==> src/rtl/fcb_uart_pkg.sv <==
// Purpose: shared types and constants for the FCB UART receive path.
// Latency: n/a (declarations only).
// Backpressure: n/a (declarations only).
package fcb_uart_pkg;

    // Receive FSM states. BREAK is the state entered after a bad stop bit.
    // In BREAK the FSM waits for the line to return high, so a line held
    // low cannot start a new frame.
    typedef enum logic [2:0] {
        UART_RX_IDLE   = 3'd0,
        UART_RX_START  = 3'd1,
        UART_RX_DATA   = 3'd2,
        UART_RX_PARITY = 3'd3,
        UART_RX_STOP   = 3'd4,
        UART_RX_BREAK  = 3'd5
    } uart_rx_state_t;

    // Level of an idle serial line. The synchronizer resets to this value.
    localparam logic UART_IDLE_LEVEL = 1'b1;

    // Widest frame supported. The data-bit counter is sized from this value.
    localparam int UART_MAX_DATA_BITS = 8;

    // The counter must be able to hold UART_MAX_DATA_BITS.
    localparam int UART_BIT_CNT_W = $clog2(UART_MAX_DATA_BITS + 1);

    // Check a received parity bit against the running XOR of the data bits.
    // Even parity expects the XOR of the data and the parity bit to be 0.
    // Odd parity expects it to be 1.
    function automatic logic uart_parity_bad(input logic data_xor,
                                             input logic parity_bit,
                                             input logic parity_odd);
        return (data_xor ^ parity_bit) != parity_odd;
    endfunction

endpackage : fcb_uart_pkg

==> src/rtl/fcb_sync_ff.sv <==
// Purpose: N-stage flop synchronizer for a single asynchronous bit; resets to line-idle.
// Latency: N clk cycles from d_i to q_o.
// Backpressure: none; free-running.
//
// Ports:
//   clk_i    in   clock
//   rst_n_i  in   asynchronous active-low reset (all stages go to UART_IDLE_LEVEL)
//   d_i      in   asynchronous input
//   q_o      out  synchronized output
module fcb_sync_ff
    import fcb_uart_pkg::*;
#(
    parameter int N = 2
) (
    input  logic clk_i,
    input  logic rst_n_i,
    input  logic d_i,
    output logic q_o
);

    logic [N-1:0] stage_q;
    logic [N-1:0] stage_d;

    // Stage 0 captures the raw input. Each later stage takes the stage before it.
    always_comb begin
        stage_d = {stage_q[N-2:0], d_i};
    end

    always_ff @(posedge clk_i or negedge rst_n_i) begin
        if (!rst_n_i) begin
            stage_q <= {N{UART_IDLE_LEVEL}};
        end else begin
            stage_q <= stage_d;
        end
    end

    assign q_o = stage_q[N-1];

endmodule : fcb_sync_ff

==> src/rtl/fcb_uart_rx.sv <==
// Purpose: UART receive engine: start detect, baud re-align, bit sampling, parity/stop check, 1-entry holding reg.
// Latency: Clear_Br_Cnt_o SYNC_STAGES+1 cycles after the Rx_i fall; word/error pulses 1 cycle after the stop-bit strobe.
// Backpressure: valid/ready holding register; a word that completes while the register is full and not being read is dropped with Overrun_Err_o.
//
// Ports:
//   Bus_Clk_i       in   bus clock (shared with baud_generator)
//   RSTn_i          in   asynchronous active-low reset
//   Rx_i            in   asynchronous serial line, idles high
//   Baud_rate_re_i  in   one-cycle mid-bit strobe from baud_generator
//   Clear_Br_Cnt_o  out  one-cycle pulse to phase-align baud_generator
//   Parity_En_i     in   frame carries a parity bit
//   Parity_Odd_i    in   1 = odd parity, 0 = even parity
//   Rx_Data_o       out  received word, right-aligned
//   Rx_Valid_o      out  holding register full
//   Rx_Ready_i      in   consumer accepts the word while Rx_Valid_o is high
//   Parity_Err_o    out  one-cycle pulse; the delivered word had bad parity
//   Frame_Err_o     out  one-cycle pulse; stop bit sampled low
//   Overrun_Err_o   out  one-cycle pulse; completed word discarded
//   Busy_o          out  FSM not in IDLE
module fcb_uart_rx
    import fcb_uart_pkg::*;
#(
    parameter int DATA_BITS   = 8,
    parameter int SYNC_STAGES = 2
) (
    input  logic                 Bus_Clk_i,
    input  logic                 RSTn_i,
    input  logic                 Rx_i,
    input  logic                 Baud_rate_re_i,
    output logic                 Clear_Br_Cnt_o,
    input  logic                 Parity_En_i,
    input  logic                 Parity_Odd_i,
    output logic [DATA_BITS-1:0] Rx_Data_o,
    output logic                 Rx_Valid_o,
    input  logic                 Rx_Ready_i,
    output logic                 Parity_Err_o,
    output logic                 Frame_Err_o,
    output logic                 Overrun_Err_o,
    output logic                 Busy_o
);

    localparam logic [UART_BIT_CNT_W-1:0] BIT_LAST = UART_BIT_CNT_W'(DATA_BITS - 1);

    // ------------------------------------------------------------------
    // Line synchronizer and previous-sample flop for falling-edge detect
    // ------------------------------------------------------------------
    logic rx_sync;

    fcb_sync_ff #(
        .N (SYNC_STAGES)
    ) u_sync (
        .clk_i   (Bus_Clk_i),
        .rst_n_i (RSTn_i),
        .d_i     (Rx_i),
        .q_o     (rx_sync)
    );

    // ------------------------------------------------------------------
    // State
    // ------------------------------------------------------------------
    uart_rx_state_t              state_q,    state_d;
    logic                        rx_prev_q,  rx_prev_d;
    logic [UART_BIT_CNT_W-1:0]   bit_cnt_q,  bit_cnt_d;
    logic [DATA_BITS-1:0]        shreg_q,    shreg_d;
    logic                        par_acc_q,  par_acc_d;
    logic                        par_bit_q,  par_bit_d;
    logic [DATA_BITS-1:0]        data_q,     data_d;
    logic                        valid_q,    valid_d;
    logic                        clr_q,      clr_d;
    logic                        perr_q,     perr_d;
    logic                        ferr_q,     ferr_d;
    logic                        ovr_q,      ovr_d;

    // A good stop bit was sampled this cycle.
    logic frame_done;

    // ------------------------------------------------------------------
    // Next-state and datapath
    // ------------------------------------------------------------------
    always_comb begin
        state_d    = state_q;
        rx_prev_d  = rx_sync;
        bit_cnt_d  = bit_cnt_q;
        shreg_d    = shreg_q;
        par_acc_d  = par_acc_q;
        par_bit_d  = par_bit_q;
        data_d     = data_q;
        valid_d    = valid_q;
        clr_d      = 1'b0;
        perr_d     = 1'b0;
        ferr_d     = 1'b0;
        ovr_d      = 1'b0;
        frame_done = 1'b0;

        // The consumer takes the word. If a new word loads in this same
        // cycle, the load code below sets valid_d again.
        if (valid_q && Rx_Ready_i) begin
            valid_d = 1'b0;
        end

        case (state_q)
            UART_RX_IDLE: begin
                // Synchronized 1->0 edge. The strobe is ignored here, so the
                // baud counter is re-aligned before any bit is sampled.
                if (rx_prev_q && !rx_sync) begin
                    clr_d   = 1'b1;
                    state_d = UART_RX_START;
                end
            end

            UART_RX_START: begin
                if (Baud_rate_re_i) begin
                    if (rx_sync) begin
                        // Glitch shorter than half a bit: drop it and output nothing.
                        state_d = UART_RX_IDLE;
                    end else begin
                        state_d   = UART_RX_DATA;
                        bit_cnt_d = '0;
                        par_acc_d = 1'b0;
                    end
                end
            end

            UART_RX_DATA: begin
                if (Baud_rate_re_i) begin
                    // Bits arrive LSB first. Shifting each one into the MSB
                    // leaves the word right-aligned after DATA_BITS samples.
                    shreg_d   = {rx_sync, shreg_q[DATA_BITS-1:1]};
                    par_acc_d = par_acc_q ^ rx_sync;
                    bit_cnt_d = bit_cnt_q + 1'b1;
                    if (bit_cnt_q == BIT_LAST) begin
                        state_d = Parity_En_i ? UART_RX_PARITY : UART_RX_STOP;
                    end
                end
            end

            UART_RX_PARITY: begin
                if (Baud_rate_re_i) begin
                    par_bit_d = rx_sync;
                    state_d   = UART_RX_STOP;
                end
            end

            UART_RX_STOP: begin
                if (Baud_rate_re_i) begin
                    if (rx_sync) begin
                        frame_done = 1'b1;
                        state_d    = UART_RX_IDLE;
                    end else begin
                        ferr_d  = 1'b1;
                        state_d = UART_RX_BREAK;
                    end
                end
            end

            UART_RX_BREAK: begin
                // Wait for the line to go high again. Edge detect restarts
                // from a high line, so a held-low line never starts a frame.
                if (rx_sync) begin
                    state_d = UART_RX_IDLE;
                end
            end

            default: begin
                state_d = UART_RX_IDLE;
            end
        endcase

        // Frame completion. The register can load if it is empty or is
        // being read in this cycle. Otherwise the new word is dropped.
        if (frame_done) begin
            if (!valid_q || Rx_Ready_i) begin
                data_d  = shreg_q;
                valid_d = 1'b1;
                perr_d  = Parity_En_i && uart_parity_bad(par_acc_q, par_bit_q, Parity_Odd_i);
            end else begin
                ovr_d = 1'b1;
            end
        end
    end

    // ------------------------------------------------------------------
    // Registers
    // ------------------------------------------------------------------
    always_ff @(posedge Bus_Clk_i or negedge RSTn_i) begin
        if (!RSTn_i) begin
            state_q   <= UART_RX_IDLE;
            rx_prev_q <= UART_IDLE_LEVEL;
            bit_cnt_q <= '0;
            shreg_q   <= '0;
            par_acc_q <= 1'b0;
            par_bit_q <= 1'b0;
            data_q    <= '0;
            valid_q   <= 1'b0;
            clr_q     <= 1'b0;
            perr_q    <= 1'b0;
            ferr_q    <= 1'b0;
            ovr_q     <= 1'b0;
        end else begin
            state_q   <= state_d;
            rx_prev_q <= rx_prev_d;
            bit_cnt_q <= bit_cnt_d;
            shreg_q   <= shreg_d;
            par_acc_q <= par_acc_d;
            par_bit_q <= par_bit_d;
            data_q    <= data_d;
            valid_q   <= valid_d;
            clr_q     <= clr_d;
            perr_q    <= perr_d;
            ferr_q    <= ferr_d;
            ovr_q     <= ovr_d;
        end
    end

    // ------------------------------------------------------------------
    // Outputs
    // ------------------------------------------------------------------
    assign Clear_Br_Cnt_o = clr_q;
    assign Rx_Data_o      = data_q;
    assign Rx_Valid_o     = valid_q;
    assign Parity_Err_o   = perr_q;
    assign Frame_Err_o    = ferr_q;
    assign Overrun_Err_o  = ovr_q;
    assign Busy_o         = (state_q != UART_RX_IDLE);

endmodule : fcb_uart_rx

==> config.mk <==
export PLATFORM = sky130hd
export DESIGN_NAME = fcb_uart_rx
export DESIGN_NICKNAME = d
export VERILOG_FILES = /design/src/rtl/fcb_uart_pkg.sv /design/src/rtl/fcb_sync_ff.sv /design/src/rtl/fcb_uart_rx.sv
export SDC_FILE = /design/constraint.sdc
export NUM_CORES = 1
export LEC_CHECK = 0
export ABC_AREA = 1
export ABC_CLOCK_PERIOD_IN_PS = 1210
export CAP_MARGIN = 15
export CORE_UTILIZATION = 48
export DETAILED_ROUTE_END_ITERATION = 16
export GPL_ROUTABILITY_DRIVEN = 0
export PLACE_DENSITY_LB_ADDON = 0.15
export SYNTH_ARGS = -nofsm -noshare
export SYNTH_HDL_FRONTEND = slang
export SYNTH_SLANG_ARGS = --single-unit
==> constraint.sdc <==
create_clock -name Bus_Clk_i -period 1.21 [get_ports Bus_Clk_i]
set_input_delay 0.363 -clock Bus_Clk_i [delete_from_list [all_inputs] [get_ports Bus_Clk_i]]
set_output_delay 0.363 -clock Bus_Clk_i [all_outputs]
set_load 0.05 [all_outputs]
==> reports/results.ini, run 1 <==
[setup_path]
crit_type = register to output pin
cp_slowest_stage_delay_ns = 0.45
crit_family = flip-flops
crit_start = state_q[0]
cp_slowest_cell = dfrtp_2
cp.required_ns = 0.85
worst_setup_path_start_kind = register
reg2reg_from = state_q[0]
cp_max_fo = 2
cp_cell_sequence = nor2_8, buf_6, nand2_4, buf_12
end_kind = output pin
critical_path_buf_inv_count = 2
arrival_ns = 1.21

[power_and_ir_drop]
power_frac_comb_pct = 54.9
power.internal_uw = 3241
power_frac_seq_pct = 33.2
power_leakage_uw = 0.001085
p_sw_uw = 2325
clockPowerShare_pct = 12.0
swShare_pct = 41.78
total_power_uw = 5566
powerDensity_nw_per_um2 = 2452
vdd_drop_max_mv = 1.481

[synthesis]
yosys_warnings = 0
syn_area_um2 = 1485
synthesis.nets = 169
synth_cells = 161
synth_seq_cells = 33
synth_cell_types = 22
synth_top_flop_cell = dfrtp_1
synth_edf_count = 0
async_flop_share_pct = 100.0
yosysSeqAreaShare_pct = 55.86
syn_area_per_cell_um2 = 9.225

[cells_and_area]
drive_gt1_share_pct = 41.67
fillCellCount = 173
n_antenna_cell = 0
layout.nets = 223
area_delta_synth_final_pct = 52.82

[detailed_routing]
routed.top_layer = met4
drc = 3
vias = 1297
wl_met1_um = 1469
met3_length_um = 192
drtIter0Drc = 64
first_pass_iters = 10
post_drt_wl_per_cell_um = 14.23
vias_per_cell = 5.251
wl_met2_um = 1798
wl_um = 3514
ant_nets = 0

[timing]
finalSetupViolations = 41
skew_ns = 0.01812
tns_ns = -7.669
finalCritPeriodShare_pct = 129.6
max_freq_mhz = 637.5
maxSlewViolCount = 0
slew_headroom_pct = 82.97
final.min_clock_period_ns = 1.569
fin_ws_ns = -0.3586
tightest_slew_ns = 0.2545
rsz0062_at_grt = true
hold_viol = 0

[global_routing]
grt-ovfl-total = 0
grt_max_degree = 34
grt_pass1_vias = 1262
antenna_found_initial = 0
grt_usage_pct = 22.23
grt_pass1_wl_um = 5444

[die]
die_width_um = 57.63
core_area_um2 = 2853
initial_core_util_pct = 52.06
io_pins = 21
rows = 19
die_y_um = 57.63
die-area_um2 = 3321

[clock_tree]
ctsHoldBuffers = 0
htreeDepth = 2
clk_latency_ns = 0.34
clk_path_buf_depth = 2
cts.sinks = 33
ctsRootBufferMaster = clkbuf_4
tritoncts = done
clk_pin_slew_worst_paths_ns = 0.12
numCtsBuffers = 5

[flow_run]
drv_cap = 0

[worst_hold_path]
hp-class = input port to asynchronous set/reset pin

[placed_design]
portBuffers = 20
dp.final_hpwl_um = 2093

[run_status]
status = complete, but fails checks
violations = DRC, setup timing

[layer usage]
metal	global-route usage [%]	vias to the layer above
li1	-	623
met1	27.52	624
met2	35.22	41
met3	6.696	9
met4	11.85	0
met5	0	-
[cell usage in the layout, fill, tap and decap left out, types with 2 or more instances in the layout]
cell type | netlist | layout
nand2_1 | 42 | 32
dfrtp_1 | 30 | 27
buf_4 | 1 | 22
buf_12 | 0 | 16
inv_1 | 19 | 15
o21ai_0 | 13 | 12
nor2_1 | 14 | 11
nand3_1 | 11 | 10
nand2_2 | 2 | 9
o21ai_2 | 7 | 7
buf_6 | 3 | 6
clkdlybuf4s50_1 | 0 | 6
nand4_1 | 5 | 5
clkbuf_4 | 0 | 5
nand2_4 | 0 | 3
inv_2 | 0 | 3
nor2_2 | 0 | 3
dfstp_2 | 3 | 3
dfrtp_2 | 0 | 3
nor3_4 | 1 | 2
o21ai_1 | 2 | 2
[final timing paths]
path	depth (start not counted)	end	slack, ns
min in group Bus_Clk_i	0	u_sync.stage_q[1]	0.37
worst max register to register	9	Rx_Data_o[3]	-0.28
max in group asynchronous	2	u_sync.stage_q[0]	0.58
worst min-delay path	2	Rx_Data_o[0]	0.37
worst min register to register	0	u_sync.stage_q[1]	0.37
worst max-delay path	4	Busy_o	-0.36
[per-stage QoR]
step	cells	utilization, %	setup slack (ns)	instance area [um^2]	hold slack [ns]
4_1_cts	243	75.75	-0.3634	2161	0.3683
2_1_floorplan	161	-	-0.1212	1495	0.06741
6_report	247	79.56	-0.3586	2270	0.3654
3_5_place_dp	225	69.61	-0.4700	1986	0.3535
5_1_grt	247	79.56	-0.4333	2270	0.3597
3_3_place_gp	225	69.61	-0.4396	1986	0.3453
[repair_timing]
action	in CTS	in global routing
gates cloned	1	1
hold endpoints to repair	0	0
pin swaps	2	7
endpoints found under the setup margin	39	42
gates resized for setup	7	26
setup buffers	9	5
[area by class of cell]
type                    count  area [um^2]  area share [%]
multi-input cells         105        620.6           27.34
clock buffers               7        55.05           2.426
flip-flops and latches     33        833.3           36.71
clock inverters             1        7.507          0.3308
well taps                  31        38.79           1.709
inverters                  19        73.82           3.252
repair buffers             51        640.6           28.22
[logic make-up after synthesis]
logic type	after synthesis	synth area share, %
flip-flops	33	55.86
AO/OA/AOI/OAI	23	9.604
adder cells (fa/ha/maj)	1	0.8423
buffers and inverters	23	7.582
XOR/XNOR	1	0.5898
AND/OR/NAND/NOR	80	25.53
[flip-flops by register name, indices dropped and copies added (netlist names)]
| name | flops |
|---|---|
| par_acc_q | 1 |
| Rx_Data_o | 8 |
| Rx_Valid_o | 1 |
| state_q | 3 |
| Parity_Err_o | 1 |
| par_bit_q | 1 |
| bit_cnt_q | 4 |
| u_sync.stage_q | 2 |
| Clear_Br_Cnt_o | 1 |
| shreg_q | 8 |
| Frame_Err_o | 1 |
| rx_prev_q | 1 |
| Overrun_Err_o | 1 |
[cells in the mapped netlist (2+ instances only)]
| master | count | share of area, % |
|---|---|---|
| nand2_2 | 2 | 0.84 |
| buf_6 | 3 | 2.3 |
| dfrtp_1 | 30 | 51 |
| nand2_1 | 42 | 11 |
| o21ai_2 | 7 | 4.1 |
| dfstp_2 | 3 | 5.3 |
| o21ai_1 | 2 | 0.67 |
| nor2_1 | 14 | 3.5 |
| o21ai_0 | 13 | 4.4 |
| nand4_1 | 5 | 2.1 |
| nand3_1 | 11 | 3.7 |
| inv_1 | 19 | 4.8 |
[power groups by stage]
stage,sequential (uW),clock (uW),combinational (uW)
final,1850,666,3050
after global routing,1890,734,3260
after CTS,1820,673,2770
after detailed placement,1850,0,2540
after global placement,1830,0,2480
after floorplan,2200,0,1040
Power figures use the tool's default switching activity.
==> run 2: changes to the inputs <==
- CORE_UTILIZATION: 48 -> 55
- DONT_BUFFER_PORTS: not set -> 1
==> run 2 against run 1 <==
  * The flow finishes with violations (setup timing)
  * Worst setup slack better by 0.0042 ns
  * Clock power down 5.7%
  * First-iteration DRC count shrank 50%
  * Maximum frequency increased by 0.27%
  * Total power fell by 11%
  * Utilization increased by 0.80 points
  * Sequential share of layout area grew 4.8 points
  * Count of clock-buffer cells in the layout shrank 1
  * Die area decreased by 12%
  * Largest power group is now registers
  * Highest routed layer unchanged
==> reports/results.ini, run 2 (synthesized netlist as in run 1, its figures left out) <==
[run_status]
status = complete, but fails checks
violations = setup timing

[power_and_ir_drop]
vdd_drop_max_mv = 2.095  ; +41%
total_power_uw = 4965  ; -11%
powerDensity_nw_per_um2 = 2449  ; -0.12%
power_leakage_uw = 0.0009627  ; -11%

[timing]
max_freq_mhz = 639.2  ; +0.27%
finalCritPeriodShare_pct = 129.3  ; -0.34 points
hold-worst-slack_ns = 0.02704  ; -0.3384 ns
hold_viol = 0  ; unchanged
rsz0062_at_grt = true
fin_ws_ns = -0.3544  ; +0.004163 ns
finalSetupViolations = 40  ; -2.4%
maxSlewViolCount = 0  ; unchanged
slew_headroom_pct = 81.41  ; -1.6 points
tightest_slew_ns = 0.2782  ; +0.02375 ns
final.min_clock_period_ns = 1.564  ; -0.004163 ns
skew_ns = 0.009641  ; -0.008481 ns

[die]
die-area_um2 = 2912  ; -12%
rows = 18  ; -1
io_pins = 21  ; unchanged
core_area_um2 = 2522  ; -12%
die_y_um = 53.97  ; -6.4%
initial_core_util_pct = 58.88  ; +6.8 points
die_width_um = 53.97  ; -6.4%

[detailed_routing]
vias_per_cell = 5.408  ; +3.0%
first_pass_iters = 4  ; -6
wl_met1_um = 1378  ; -6.2%
met3_length_um = 180  ; -6.3%
vias = 1233  ; -4.9%
ant_nets = 0  ; unchanged
post_drt_wl_per_cell_um = 14.64  ; +2.9%
drtIter0Drc = 32  ; -50%
routed.top_layer = met4
wl_met2_um = 1735  ; -3.5%
drc = 0  ; -3
wl_um = 3338  ; -5.0%

[global_routing]
antenna_found_initial = 0  ; unchanged
grt_pass1_wl_um = 5161  ; -5.2%
grt-ovfl-total = 0  ; unchanged
grt_max_degree = 34  ; unchanged
grt_usage_pct = 25.75  ; +3.5 points
grt_pass1_vias = 1184  ; -6.2%

[cells_and_area]
layout.nets = 206  ; -7.6%
mostFrequentLayoutCell = nand2_1
post-route-cell-area_um2 = 2027  ; -11%
seq_area_um2 = 842.1  ; +1.1%
layout.cells.non_filler = 228  ; -7.7%
area_delta_synth_final_pct = 36.48
layout_common_cells = 23 x nand2_1, 20 x dfrtp_1, 20 x nand2_2
n_antenna_cell = 0  ; unchanged
fillCellCount = 148  ; -14%
drive_gt1_share_pct = 51.52  ; +9.8 points
multiInputGateArea_um2 = 660.6  ; +6.5%

[setup_path]
worst_setup_path_start_kind = register
cp.required_ns = 0.85  ; about the same
arrival_ns = 1.20  ; about the same
cp_max_fo = 2  ; unchanged
end_kind = output pin
crit_type = register to output pin

[clock_tree]
clk_pin_slew_worst_paths_ns = 0.10  ; -0.02 ns
clk_path_buf_depth = 2  ; unchanged
ctsRootBufferMaster = clkbuf_4
htreeDepth = 2  ; unchanged
clk_latency_ns = 0.33  ; about the same
cts.sinks = 33  ; unchanged
numCtsBuffers = 5  ; unchanged
tritoncts = done

[placed_design]
postPlaceCellArea_um2 = 1689  ; -15%
dp.final_hpwl_um = 2183  ; +4.3%
portBuffers = 0  ; -100%
numPlacedInstances = 210  ; -6.7%

[flow_run]
drv_cap = 0  ; unchanged

[worst_hold_path]
hp-class = input port to register

[run 2: cell types whose count changed in the layout (fill, tap and decap cells not counted), moves of 7 or more]
cell,change
nand2_1,-9
dfrtp_2,+7
o21ai_0,-11
buf_6,+9
nand2_2,+11
dfrtp_1,-7
buf_12,-13
buf_4,-7
[run 2: critical path, cell delays in order (launching register included)]
cell and delay (ns):
dfrtp_2 0.46, nor2_8 0.13, buf_6 0.10, nand2_4 0.04, buf_12 0.14
[run 2: stage by stage]
stage / setup TNS, ns / setup WS (ns) / util, %
floorplan: -2.004 / -0.1212 / -
global placement: -1.864 / -0.1168 / 66.96
detailed placement: -3.178 / -0.1570 / 66.96
CTS: -4.882 / -0.3464 / 74.85
global route: -8.650 / -0.3966 / 80.36
finish: -6.389 / -0.3544 / 80.36
[run 2: layout make-up]
class	count	area share (%)
Clock buffer	6	2.531
Clock inverter	1	0.3704
Inverter	19	3.765
Multi-Input combinational cell	105	32.59
Sequential cell	33	41.54
Tap cell	30	1.852
Timing Repair Buffer	34	17.35
[run 2: final timing paths]
path,endpoint,slack [ns],start,cells after the start
worst max-delay path,Busy_o,-0.35,state_q[1],4
worst min-delay path,u_sync.stage_q[0],0.03,Rx_i,0
worst max register to register,state_q[0],-0.31,state_q[1],10
worst min register to register,u_sync.stage_q[1],0.36,u_sync.stage_q[0],0
max in group asynchronous,u_sync.stage_q[0],0.47,RSTn_i,2
min in group asynchronous,Rx_Data_o[1],0.49,RSTn_i,2
[run 2: metal layers]
metal	global-route usage (%)	vias up
met1	32.23	589
met3	7.062	7
met5	0	-
li1	-	593
met2	42.39	44
met4	9.211	0
[run 2: timing repair]
item,in CTS,in global routing
cloned,0,1
setup endpoints to repair,39,41
setup buffers,5,4
gates resized for setup,29,45
endpoints found under the hold margin,33,0
pin swaps,6,11
hold buffers,2,0
[run 2: where the power goes]
part / switching, uW / internal, uW / leakage (uW)
combinational: 1100 / 941 / 0.000530
clock: 356 / 272 / 0.0000303
sequential: 781 / 1520 / 0.000402
